`config.mk`:
```
export PLATFORM = sky130hd
export DESIGN_NAME = div_seq_8088
export DESIGN_NICKNAME = d
export VERILOG_FILES = /design/src/rtl/alu8088_pkg.sv /design/src/rtl/div_step.sv /design/src/rtl/div_seq_8088.sv
export SDC_FILE = /design/constraint.sdc
export NUM_CORES = 1
export LEC_CHECK = 0
export ABC_AREA = 1
export BUFFER_PORTS_ARGS = -buffer_cell sky130_fd_sc_hd__buf_4
export CORE_ASPECT_RATIO = 1.2
export CORE_MARGIN = 2
export CORE_UTILIZATION = 54
export DETAILED_ROUTE_END_ITERATION = 16
export GPL_TIMING_DRIVEN = 0
export PLACE_DENSITY = 0.74
export SLEW_MARGIN = 25
export SYNTH_ARGS = -nofsm -noshare
export SYNTH_HDL_FRONTEND = slang
export SYNTH_SLANG_ARGS = --single-unit
```
`constraint.sdc`:
```
create_clock -name CLK -period 2.7 [get_ports CLK]
set_clock_uncertainty 0.1 [all_clocks]
set_input_delay 0.135 -clock CLK [delete_from_list [all_inputs] [get_ports CLK]]
set_output_delay 0.135 -clock CLK [all_outputs]
set_load 0.05 [all_outputs]
```
`src/rtl/alu8088_pkg.sv`:
```
// Shared definitions for the 8088 ALU datapath blocks: divider FSM encoding,
// default datapath width and the divider bit-counter width helper.
package alu8088_pkg;

  localparam int WIDTH_DEF = 16;

  typedef enum logic [2:0] {
    ST_IDLE,
    ST_CHECK,
    ST_RUN,
    ST_FIX,
    ST_DONE
  } div_state_t;

  function automatic int cnt_width(input int w);
    return (w > 1) ? $clog2(w) : 1;
  endfunction

endpackage

```
`src/rtl/div_step.sv`:
```
// One restoring-division step: trial subtract of the divisor from the
// partial remainder extended by the next dividend bit.
module div_step #(
  parameter int WIDTH = 16
) (
  input  logic [WIDTH-1:0] prem,
  input  logic             shift_bit,
  input  logic [WIDTH-1:0] divisor,
  output logic [WIDTH-1:0] prem_next,
  output logic             q_bit
);

  logic [WIDTH:0] trial;
  logic [WIDTH:0] diff;

  // Partial remainder stays below the divisor, so either result fits WIDTH bits.
  assign trial     = {prem, shift_bit};
  assign diff      = trial - {1'b0, divisor};
  assign q_bit     = (trial >= {1'b0, divisor});
  assign prem_next = WIDTH'(q_bit ? diff : trial);

endmodule

```
`src/rtl/div_seq_8088.sv`:
```
// Sequential restoring divider for 8088 DIV/IDIV: one quotient bit per clock,
// divide-error detection up front (zero divisor, unsigned overflow) and after sign fix-up.
module div_seq_8088
  import alu8088_pkg::*;
#(
  parameter int WIDTH = WIDTH_DEF
) (
  input  logic                 CLK,
  input  logic                 RST,
  input  logic                 START,
  input  logic                 SIGNED,
  input  logic [2*WIDTH-1:0]   DIVIDEND,
  input  logic [WIDTH-1:0]     DIVISOR,
  output logic                 BUSY,
  output logic                 DONE,
  output logic [WIDTH-1:0]     Q,
  output logic [WIDTH-1:0]     REM,
  output logic                 DE
);

  localparam int CNT_W = cnt_width(WIDTH);

  div_state_t         state, state_nxt;
  logic [CNT_W-1:0]   cnt;

  logic               sgn;
  logic [2*WIDTH-1:0] dvd;
  logic [WIDTH-1:0]   dvs;
  logic [WIDTH-1:0]   prem;
  logic [WIDTH-1:0]   shift;
  logic               qneg;
  logic               rneg;

  logic [2*WIDTH-1:0] dvd_mag;
  logic [WIDTH-1:0]   dvs_mag;
  logic               chk_err;
  logic               last_bit;
  logic               q_ovf;
  logic [WIDTH-1:0]   prem_next;
  logic               q_bit;

  function automatic logic [WIDTH-1:0] neg_if(input logic [WIDTH-1:0] v, input logic neg);
    return neg ? (~v + WIDTH'(1)) : v;
  endfunction

  div_step #(.WIDTH(WIDTH)) u_step (
    .prem      (prem),
    .shift_bit (shift[WIDTH-1]),
    .divisor   (dvs),
    .prem_next (prem_next),
    .q_bit     (q_bit)
  );

  // A quotient that fits WIDTH bits unsigned but has its top bit set is out of IDIV range.
  always_comb begin
    dvd_mag  = (sgn && dvd[2*WIDTH-1]) ? (~dvd + (2*WIDTH)'(1)) : dvd;
    dvs_mag  = (sgn && dvs[WIDTH-1]) ? (~dvs + WIDTH'(1)) : dvs;
    chk_err  = (dvs_mag == '0) || (dvd_mag[2*WIDTH-1:WIDTH] >= dvs_mag);
    last_bit = (cnt == CNT_W'(WIDTH-1));
    q_ovf    = sgn && shift[WIDTH-1];
  end

  always_ff @(posedge CLK or posedge RST) begin
    if (RST) state <= ST_IDLE;
    else     state <= state_nxt;
  end

  always_comb begin
    state_nxt = state;
    case (state)
      ST_IDLE:  if (START) state_nxt = ST_CHECK;
      ST_CHECK: state_nxt = chk_err ? ST_DONE : ST_RUN;
      ST_RUN:   if (last_bit) state_nxt = ST_FIX;
      ST_FIX:   state_nxt = ST_DONE;
      ST_DONE:  state_nxt = ST_IDLE;
      default:  state_nxt = ST_IDLE;
    endcase
  end

  always_comb begin
    BUSY = (state != ST_IDLE);
    DONE = (state == ST_DONE);
  end

  always_ff @(posedge CLK or posedge RST) begin
    if (RST) begin
      cnt <= '0;
      Q   <= '0;
      REM <= '0;
      DE  <= 1'b0;
    end else begin
      case (state)
        ST_IDLE:  if (START) DE <= 1'b0;
        ST_CHECK: begin
          cnt <= '0;
          if (chk_err) DE <= 1'b1;
        end
        ST_RUN:   cnt <= cnt + CNT_W'(1);
        ST_FIX: begin
          if (q_ovf) begin
            DE <= 1'b1;
          end else begin
            Q   <= neg_if(shift, qneg);
            REM <= neg_if(prem, rneg);
          end
        end
        default: ;
      endcase
    end
  end

  // Operand and working registers carry no reset; they are always loaded before use.
  always_ff @(posedge CLK) begin
    case (state)
      ST_IDLE: begin
        if (START) begin
          sgn <= SIGNED;
          dvd <= DIVIDEND;
          dvs <= DIVISOR;
        end
      end
      ST_CHECK: begin
        dvs   <= dvs_mag;
        prem  <= dvd_mag[2*WIDTH-1:WIDTH];
        shift <= dvd_mag[WIDTH-1:0];
        qneg  <= sgn && (dvd[2*WIDTH-1] ^ dvs[WIDTH-1]);
        rneg  <= sgn && dvd[2*WIDTH-1];
      end
      ST_RUN: begin
        prem  <= prem_next;
        shift <= {shift[WIDTH-2:0], q_bit};
      end
      default: ;
    endcase
  end

endmodule

```
==> qor.yml, run 1 <==
run_status:
  outcome: "finished with violations"
  violations: "setup timing"
final_layout:
  regArea_mm2: 0.003493
  multi_input_area_mm2: 0.004277
  n_fill_cell: 1071
  nets: 1276
  antenna_cells: 0
  final_cell_mix: "nand2_1 (256), buf_4 (118), inv_1 (95)"
  syn_to_final_growth_pct: 32.32
  final_common_cell: "nand2_1"
  design_area_mm2: 0.01053
  drive_gt1_frac: 0.2002
die:
  boundaryPins: 87
  dieHeight_um: 137.0
  dieArea_mm2: 0.01572
  die_x_um: 114.8
  start_util: 0.5520
  core_region_area_mm2: 0.01441
  core.rowCount: 48
worst_hold_path:
  hold_path.class: "in2async"
critical_path:
  crit_path_max_fanout: 3
  cp.buffers_inverters: 0
  crit_slowest_cell: "edfxtp_1"
  critPathMaxStageDelay_ns: 0.49
  end_kind: "flip-flop"
  path_class: "reg2reg"
  crit_chain: "nor2_1 -> nand2_2 -> nor3_4 -> nand2_2 -> nor2_4 -> nand2_2 -> nand2_2 -> nand2_1 -> nand2_1 -> nand2_1 -> ha_1 -> a21o_1 -> a31oi_1 -> nand2_1 -> nand2_2 -> nand2_2 -> a21oi_2 -> nand3_2 -> nand2_1 -> nand2_1 -> nand2_1"
  crit_top_cell: "nand2_1"
  cp.required_ns: 2.96
  arrival_ns: 3.37
  worstSetupStartpointType: "flip-flop"
  critical_path.top_delay_family: "simple AND/OR/NAND/NOR gates"
placement:
  pre_cts_slack_ns: -0.4266
  dpl-instance-area_mm2: 0.008867
  dp_hpwl_mm: 15.49
  finalWeightedCongestion: 0.9292
  portBuffers: 86
synthesis:
  ys_ff_latch: 123
  async_flop_share: 0.3252
  postSynthAreaPerCell_um2: 7.980
  ys_types: 41
  syn_inst: 997
  ys.flop_type: "edfxtp_1"
  yosys_warnings: 0
  synth_edf_count: 83
  synth_area_mm2: 0.007956
  syn-num-nets: 1087
  yosysSeqAreaShare: 0.4391
drt:
  wl_per_cell_um: 16.36
  drcViolationCount: 0
  viasPerCell: 5.547
  ant_nets: 0
  drt_first_iter_violations: 666
  drtPass1Iterations: 5
  num_vias: 7622
  postRouteWirelength_mm: 22.48
clocking:
  worstSkewPairLatency_ns: 0.43
  h-tree-depth: 4
  cts.path.max_buffers: 2
  cts_tree: "yes"
  clk_pin_slew_ns: 0.06
  numCtsBuffers: 17
  clock_sinks: 123
  cts-root-buf: "clkbuf_16"
power:
  switching_share: 0.4859
  seq_power_share: 0.271
  clkPwrFrac: 0.160
  p_int_w: 0.007290
  ir_drop_mv: 0.9599
  pwr-share-comb: 0.569
  switchingPower_w: 0.006888
  p_leak_nw: 4.804
  powerDensity_mw_per_mm2: 1347
sta:
  fmax_mhz: 321.8
  hold_violations: 0
  setup_tns_ns: -1.081
  setup_violations: 3
  finalCritPeriodShare: 1.151
  fin_ws_ns: -0.4075
  worst_slew_pin_slew_ns: 0.7972
  slew_headroom: 0.4667
  maxSlewViolCount: 0
  rsz0062_at_grt: "yes"
  period_minus_slack_ns: 3.108
global_route:
  globalRouteTotalUtil: 0.2811
  grt_max_degree: 35
  grt_pass1_vias: 7173
  grt_remaining_overflow: 0
  antenna_found_initial: 0
  grt_pass1_wl_mm: 33.98
run:
  drv_cap: 0
## worst register-to-register path, cell delays in order, from the launching register on
cell      delay [ns]
edfxtp_1        0.49
nor2_1          0.20
nand2_2         0.11
nor3_4          0.23
nand2_2         0.12
nor2_4          0.13
nand2_2         0.07
nand2_2         0.08
nand2_1         0.05
nand2_1         0.06
nand2_1         0.10
ha_1            0.31
a21o_1          0.16
a31oi_1         0.13
nand2_1         0.11
nand2_2         0.08
nand2_2         0.05
a21oi_2         0.15
nand3_2         0.13
nand2_1         0.09
nand2_1         0.06
nand2_1         0.05
## flip-flops by register name, summed over array words and instances (netlist names), 3 cells and up
register,flops
dvd,32
Q,16
REM,16
dvs,16
prem,16
shift,16
cnt,4
state,3
## synthesized netlist by cell type, types with 4 or more instances
cell type / count / share of area
a21oi_1: 36 / 0.023
a31oi_1: 6 / 0.0047
buf_2: 5 / 0.0031
clkbuf_1: 17 / 0.0080
dfrtp_1: 40 / 0.13
edfxtp_1: 83 / 0.31
ha_1: 37 / 0.058
inv_1: 102 / 0.048
inv_2: 4 / 0.0019
nand2_1: 267 / 0.13
nand2_2: 4 / 0.0031
nand3_1: 66 / 0.042
nand3b_1: 10 / 0.0094
nand4_1: 17 / 0.013
nor2_1: 97 / 0.046
nor3_1: 14 / 0.0088
nor4_1: 4 / 0.0031
o21ai_0: 88 / 0.055
o21ai_1: 5 / 0.0031
or2_2: 4 / 0.0031
xnor2_1: 9 / 0.0099
xor2_1: 51 / 0.056
## per-stage QoR
stage | hold WS [ns] | power [W] | cells | utilization
2_1_floorplan | 0.1339 | 0.009052 | 997 | -
3_3_place_gp | 0.2135 | 0.01094 | 1258 | 0.6136
3_5_place_dp | -0.03614 | 0.01107 | 1259 | 0.6152
4_1_cts | 0.07250 | 0.01360 | 1357 | 0.7088
5_1_grt | 0.09680 | 0.01516 | 1374 | 0.7304
6_report | 0.07419 | 0.01418 | 1374 | 0.7304
## final cells by class
type | instances | area share
plain buffers | 25 | 0.01129
clock buffers | 18 | 0.04172
well taps | 175 | 0.02080
clock inverters | 14 | 0.01391
inverters | 107 | 0.03851
flip-flops and latches | 123 | 0.3318
multi-input cells | 742 | 0.4062
repair buffers | 170 | 0.1357
## worst paths after layout
check                            start       end  slack, ns  cells after the start
setup / recovery               dvd[10]        DE      -0.41                     21
hold / removal                     RST      Q[5]       0.07                      3
setup reg to reg               dvd[10]        DE      -0.41                     21
hold reg to reg               state[0]  state[0]       0.37                      1
max in group asynchronous          RST        DE       2.00                      4
min in group CLK           DIVIDEND[8]    dvd[8]       0.32                      2
## power groups by stage
stage,clock network [W],logic (W),registers [W]
5_1_grt,0.00237,0.00887,0.00392
3_5_place_dp,0,0.00722,0.00385
3_3_place_gp,0,0.00710,0.00384
4_1_cts,0.00226,0.00752,0.00382
6_report,0.00228,0.00807,0.00384
2_1_floorplan,0,0.00468,0.00437
## layer usage
metal | part of all wire | track usage | vias to the layer above
met5 | 0 | 0 | -
met4 | 0.037 | 0.1299 | 0
met3 | 0.064 | 0.05182 | 64
met2 | 0.49 | 0.4750 | 318
met1 | 0.41 | 0.3493 | 3535
li1 | - | - | 3705
## cells by family after synthesis
family | share of synthesized area
xor gates and xnor gates | 0.06809
and+or+nand+nor | 0.2650
AOI/OAI and AO/OA | 0.1017
DFF | 0.4391
adders and majority gates | 0.06070
buffers and inverters | 0.06542
## repair_timing
action                     4_1_cts  5_1_grt
setup buffers                   15       17
hold buffers                    51        0
gates resized for setup         27       38
setup endpoints to repair        3       15
hold endpoints to repair        90        0
pin swaps                       10       19
Power figures use the tool's default switching activity.
==> run 2, diff against run 1 <==
CORE_ASPECT_RATIO = default   (was 1.2)
==> qor.yml, run 2 (synthesized netlist as in run 1, its figures left out) <==
sta:
  worst_slew_pin_slew_ns: 0.7975  # +0.0003597 ns
  rsz0062_at_grt: "yes"
  slew_headroom: 0.4664  # about the same
  maxSlewViolCount: 0  # unchanged
  hold_violations: 0  # unchanged
  period_minus_slack_ns: 3.080  # -0.02705 ns
  finalCritPeriodShare: 1.141  # -0.01002
  fmax_mhz: 324.6  # +0.88%
  setup_violations: 3  # unchanged
  holdWs_ns: 0.1776  # +0.1034 ns
  setup_tns_ns: -0.9624  # +0.1183 ns
  fin_ws_ns: -0.3805  # +0.02705 ns
drt:
  drt_first_iter_violations: 735  # +10%
  drcViolationCount: 0  # unchanged
  wl_per_cell_um: 16.13  # -1.4%
  drtPass1Iterations: 5  # unchanged
  num_vias: 7620  # -0.026%
  postRouteWirelength_mm: 22.29  # -0.86%
  ant_nets: 0  # unchanged
  viasPerCell: 5.514  # -0.60%
die:
  dieArea_mm2: 0.01572  # about the same
  core_region_area_mm2: 0.01448  # +0.45%
  start_util: 0.5495  # -0.002480
  dieHeight_um: 125.4  # -8.5%
  boundaryPins: 87  # unchanged
  die_x_um: 125.4  # +9.2%
  core.rowCount: 44  # -8.3%
critical_path:
  crit_top_cell: "nand2_1"
  crit_slowest_cell: "edfxtp_1"
  path_class: "reg2reg"
  cp.required_ns: 2.96  # about the same
  arrival_ns: 3.34  # -0.03 ns
  worstSetupStartpointType: "flip-flop"
  crit_path_max_fanout: 3  # unchanged
  critPathMaxStageDelay_ns: 0.40  # -0.09 ns
  end_kind: "flip-flop"
  crit_chain: "inv_2 -> ha_4 -> nand3_4 -> inv_4 -> nand3_4 -> nor3_4 -> nand3_2 -> o21ai_4 -> o21ai_1 -> nand2_1 -> nand2_2 -> ha_4 -> nand2_2 -> inv_2 -> o21ai_1 -> a21oi_1 -> nor2_1 -> nand2_2 -> a21oi_4 -> nand3_2 -> nand2_1 -> nand2_1 -> nand2_1"
placement:
  portBuffers: 86  # unchanged
  dp_hpwl_mm: 15.54  # +0.32%
  finalWeightedCongestion: 0.9478  # +2.0%
global_route:
  globalRouteTotalUtil: 0.2835  # +0.002471
  grt_max_degree: 35  # unchanged
  grt_pass1_wl_mm: 35.46  # +4.3%
  grt_pass1_vias: 7210  # +0.52%
  grt_remaining_overflow: 0  # unchanged
  antenna_found_initial: 0  # unchanged
clocking:
  numCtsBuffers: 17  # unchanged
  clk_pin_slew_ns: 0.06  # about the same
  cts.path.max_buffers: 2  # unchanged
  h-tree-depth: 4  # unchanged
  clock_sinks: 123  # unchanged
  worstSkewPairLatency_ns: 0.43  # about the same
  cts_tree: "yes"
  cts-root-buf: "clkbuf_16"
final_layout:
  syn_to_final_growth_pct: 31.06
  final_cell_mix: "nand2_1 (256), buf_4 (118), inv_1 (95)"
  largest_reg_flops: 32  # unchanged
  n_fill_cell: 1065  # -0.56%
  antenna_cells: 0  # unchanged
  drive_gt1_frac: 0.1962  # -0.004007
  final_common_cell: "nand2_1"
  nets: 1275  # -0.078%
  top_register: "dvd"
power:
  powerDensity_mw_per_mm2: 1336  # -0.83%
  ir_drop_mv: 0.7365  # -23%
  p_leak_nw: 4.776  # -0.58%
worst_hold_path:
  hold_path.class: "in2async"
run_status:
  violations: "setup timing"
  outcome: "finished with violations"
run:
  drv_cap: 0  # unchanged
run 2: cell count changes in the layout (fill, tap and decap cells not counted), sizes merged:
cell	delta
clkinv	+1
buf	-1
bufinv	-1
run 2: repair_timing:
| item | in CTS | in global routing |
|---|---|---|
| pin swaps | 16 | 14 |
| setup endpoints to repair | 3 | 12 |
| hold endpoints to repair | 90 | 0 |
| cloned | 0 | 0 |
| resized for setup | 33 | 24 |
| setup buffers | 16 | 15 |
| hold buffers | 51 | 0 |
run 2: layer usage:
layer,vias up,GRT usage,share of wire
met5,-,0,0
met4,0,0.1078,0.028
met3,55,0.05349,0.064
met2,308,0.4712,0.48
met1,3557,0.3703,0.42
li1,3700,-,-
run 2: critical path: cells and delay by family, from the launching register on:
kind                     cells  cell delay, ns
AND/OR/NAND/NOR             13            1.26
AO/OA/AOI/OAI                5            0.60
flip-flops                   1            0.40
adder cells (fa/ha/maj)      2            0.40
buffers and inverters        3            0.25
run 2: layout make-up:
class                   count  area, um^2  area share
flip-flops and latches    123        3493      0.3350
well taps                 184       230.2     0.02208
multi-input cells         742        4203      0.4030
plain buffers              25       118.9     0.01140
repair buffers            169        1416      0.1358
clock buffers              18       439.2     0.04212
inverters                 107       405.4     0.03888
clock inverters            14       121.4     0.01164
run 2: worst paths after layout:
path                            depth (start not counted)        start  slack [ns]  endpoint
worst min-delay path                                    3          RST        0.18     Q[12]
worst min register to register                          1     state[0]        0.37  state[0]
max in group asynchronous                               4          RST        1.87    cnt[0]
worst max register to register                         23       dvd[0]       -0.38        DE
worst max-delay path                                   23       dvd[0]       -0.38        DE
min in group CLK                                        2  DIVIDEND[5]        0.32    dvd[5]
run 2: metrics by stage:
| stage | utilization | worst slack [ns] | area [um^2] | std cells | power [W] |
|---|---|---|---|---|---|
| final | 0.7202 | -0.3805 | 10430 | 1382 | 0.01393 |
| after global routing | 0.7202 | -0.5277 | 10430 | 1382 | 0.01496 |
| after CTS | 0.7061 | -0.2240 | 10220 | 1367 | 0.01344 |
| after detailed placement | 0.6137 | -0.5331 | 8886 | 1268 | 0.01102 |
| after global placement | 0.6116 | -0.4843 | 8856 | 1267 | 0.01087 |
| after floorplan | - | -0.02570 | 7980 | 997 | 0.009052 |
run 2: report_power, final:
part	switching, W	internal (W)
Clock	0.000885	0.00129
Sequential	0.000726	0.00310
Combinational	0.00518	0.00275
==> run 3, diff against run 2 <==
GPL_TIMING_DRIVEN = default   (was 0)
==> qor.yml, run 3 (synthesized netlist as in run 1, its figures left out) <==
placement:
  portBuffers: 86  # unchanged
  dp_hpwl_mm: 15.58  # +0.27%
  finalWeightedCongestion: 0.9822  # +3.6%
  dp_cells: 1344  # +6.0%
clocking:
  cts_tree: "yes"
  h-tree-depth: 4  # unchanged
  numCtsBuffers: 17  # unchanged
  cts.path.max_buffers: 2  # unchanged
  clk_pin_slew_ns: 0.06  # about the same
  clock_sinks: 123  # unchanged
  worstSkewPairLatency_ns: 0.44  # about the same
  cts-root-buf: "clkbuf_16"
drt:
  drcViolationCount: 0  # unchanged
  wl_per_cell_um: 15.47  # -4.1%
  ant_nets: 0  # unchanged
  num_vias: 7714  # +1.2%
  drt_first_iter_violations: 718  # -2.3%
  viasPerCell: 5.342  # -3.1%
  postRouteWirelength_mm: 22.34  # +0.25%
  drtPass1Iterations: 7  # +2
die:
  die_x_um: 125.4  # unchanged
  dieArea_mm2: 0.01572  # unchanged
  dieHeight_um: 125.4  # unchanged
  boundaryPins: 87  # unchanged
  start_util: 0.5495  # unchanged
  core_region_area_mm2: 0.01448  # unchanged
  core.rowCount: 44  # unchanged
final_layout:
  final_common_cell: "nand2_1"
  antenna_cells: 0  # unchanged
  nets: 1337  # +4.9%
  final_cell_mix: "nand2_1 (260), buf_4 (202), inv_1 (95)"
  regArea_mm2: 0.003493  # unchanged
  n_fill_cell: 1029  # -3.4%
  largest_reg_flops: 32  # unchanged
  fin_cells: 1444  # +4.5%
  top_register: "dvd"
  drive_gt1_frac: 0.2405  # +0.04432
  multi_input_area_mm2: 0.004177  # -0.63%
  syn_to_final_growth_pct: 37.54
sta:
  period_minus_slack_ns: 3.046  # -0.03488 ns
  fmax_mhz: 328.3  # +1.1%
  hold_violations: 0  # unchanged
  setup_tns_ns: -0.9115  # +0.05092 ns
  maxSlewViolCount: 0  # unchanged
  rsz0062_at_grt: "yes"
  worst_slew_pin_slew_ns: 0.6414  # -0.1562 ns
  setup_violations: 3  # unchanged
  fin_ws_ns: -0.3456  # +0.03488 ns
  finalCritPeriodShare: 1.128  # -0.01292
  holdWs_ns: 0.2447  # +0.06713 ns
  slew_headroom: 0.5720  # +0.1055
power:
  ir_drop_mv: 0.6704  # -9.0%
  p_total_w: 0.01453  # +4.3%
  powerDensity_mw_per_mm2: 1328  # -0.59%
  p_leak_nw: 5.145  # +7.7%
critical_path:
  regToRegSetupSlack_ns: -0.35  # +0.03 ns
  arrival_ns: 3.26  # -0.08 ns
  cp.required_ns: 2.92  # -0.04 ns
  worstSetupStartpointType: "flip-flop"
  path_class: "reg2reg"
  crit_path_max_fanout: 3  # unchanged
  end_kind: "flip-flop"
global_route:
  grt_remaining_overflow: 0  # unchanged
  gr-usage-met2: 0.4831  # +0.01183
  globalRouteTotalUtil: 0.2839  # +0.0004054
  grt_pass1_vias: 7295  # +1.2%
  busiest_layer: "met2"
  grt_pass1_wl_mm: 35.54  # +0.23%
  grt.met1_usage: 0.3741  # +0.003870
  grt_max_degree: 57  # +63%
  use_met3: 0.04878  # -0.004707
  antenna_found_initial: 0  # unchanged
worst_hold_path:
  hold_path.class: "in2async"
run_status:
  violations: "setup timing"
  outcome: "finished with violations"
run:
  drv_cap: 0  # unchanged
## run 3: metrics by stage
step / worst slack, ns / utilization / cell area (um^2)
after global routing: -0.5959 / 0.7558 / 10940
final: -0.3456 / 0.7558 / 10940
after detailed placement: -0.2745 / 0.6581 / 9528
after CTS: -0.1722 / 0.7382 / 10690
after floorplan: -0.02570 / - / 7980
after global placement: -0.1830 / 0.6581 / 9528
## run 3: layout make-up
cell class / instances / area share
clock buffers: 20 / 0.04368
multi-input cells: 742 / 0.3817
clock inverters: 12 / 0.007546
flip-flops and latches: 123 / 0.3192
inverters: 107 / 0.03693
well taps: 184 / 0.02104
repair buffers: 256 / 0.1899
## run 3: final timing paths
path | start | end | cells past startpoint
min | RST | Q[1] | 3
max | dvd[1] | state[2] | 22
min reg2reg | state[0] | state[0] | 1
max reg2reg | dvd[1] | state[2] | 22
min in group CLK | DIVIDEND[15] | dvd[15] | 2
max in group asynchronous | RST | REM[11] | 4
## run 3: repair_timing
item,4_1_cts,5_1_grt
pin swaps,7,24
hold endpoints to repair,64,0
endpoints found under the setup margin,3,20
resized for setup,10,38
hold buffers,51,0
setup buffers,6,12
cloned,0,0
## run 3: per-layer routing
layer | share of wire | routed length (um)
met1 | 0.43 | 9649
met2 | 0.48 | 10760
met3 | 0.064 | 1441
met4 | 0.022 | 490
met5 | 0 | 0
## run 3: report_power, final
group	total, W	switching [W]	internal (W)	leakage (nW)
logic	0.00859	0.00537	0.00322	3.57
clock network	0.00219	0.000908	0.00128	0.287
registers	0.00376	0.000666	0.00309	1.29
## run 3: worst max-delay path, cell delays in order (launching register included)
cell and delay [ns]:
edfxtp_1 0.39, inv_2 0.10, ha_4 0.16, nand3_4 0.10
inv_4 0.08, nand3_4 0.07, nor3_4 0.20, nand3_2 0.14
o21ai_4 0.21, o21ai_1 0.09, nand2_1 0.09, nand2_2 0.07
ha_4 0.25, nand2_2 0.07, inv_2 0.04, o21ai_1 0.06
a21oi_1 0.08, nor2_1 0.13, nand2_1 0.08, a21oi_2 0.15
buf_4 0.14, buf_6 0.07, a31oi_1 0.06
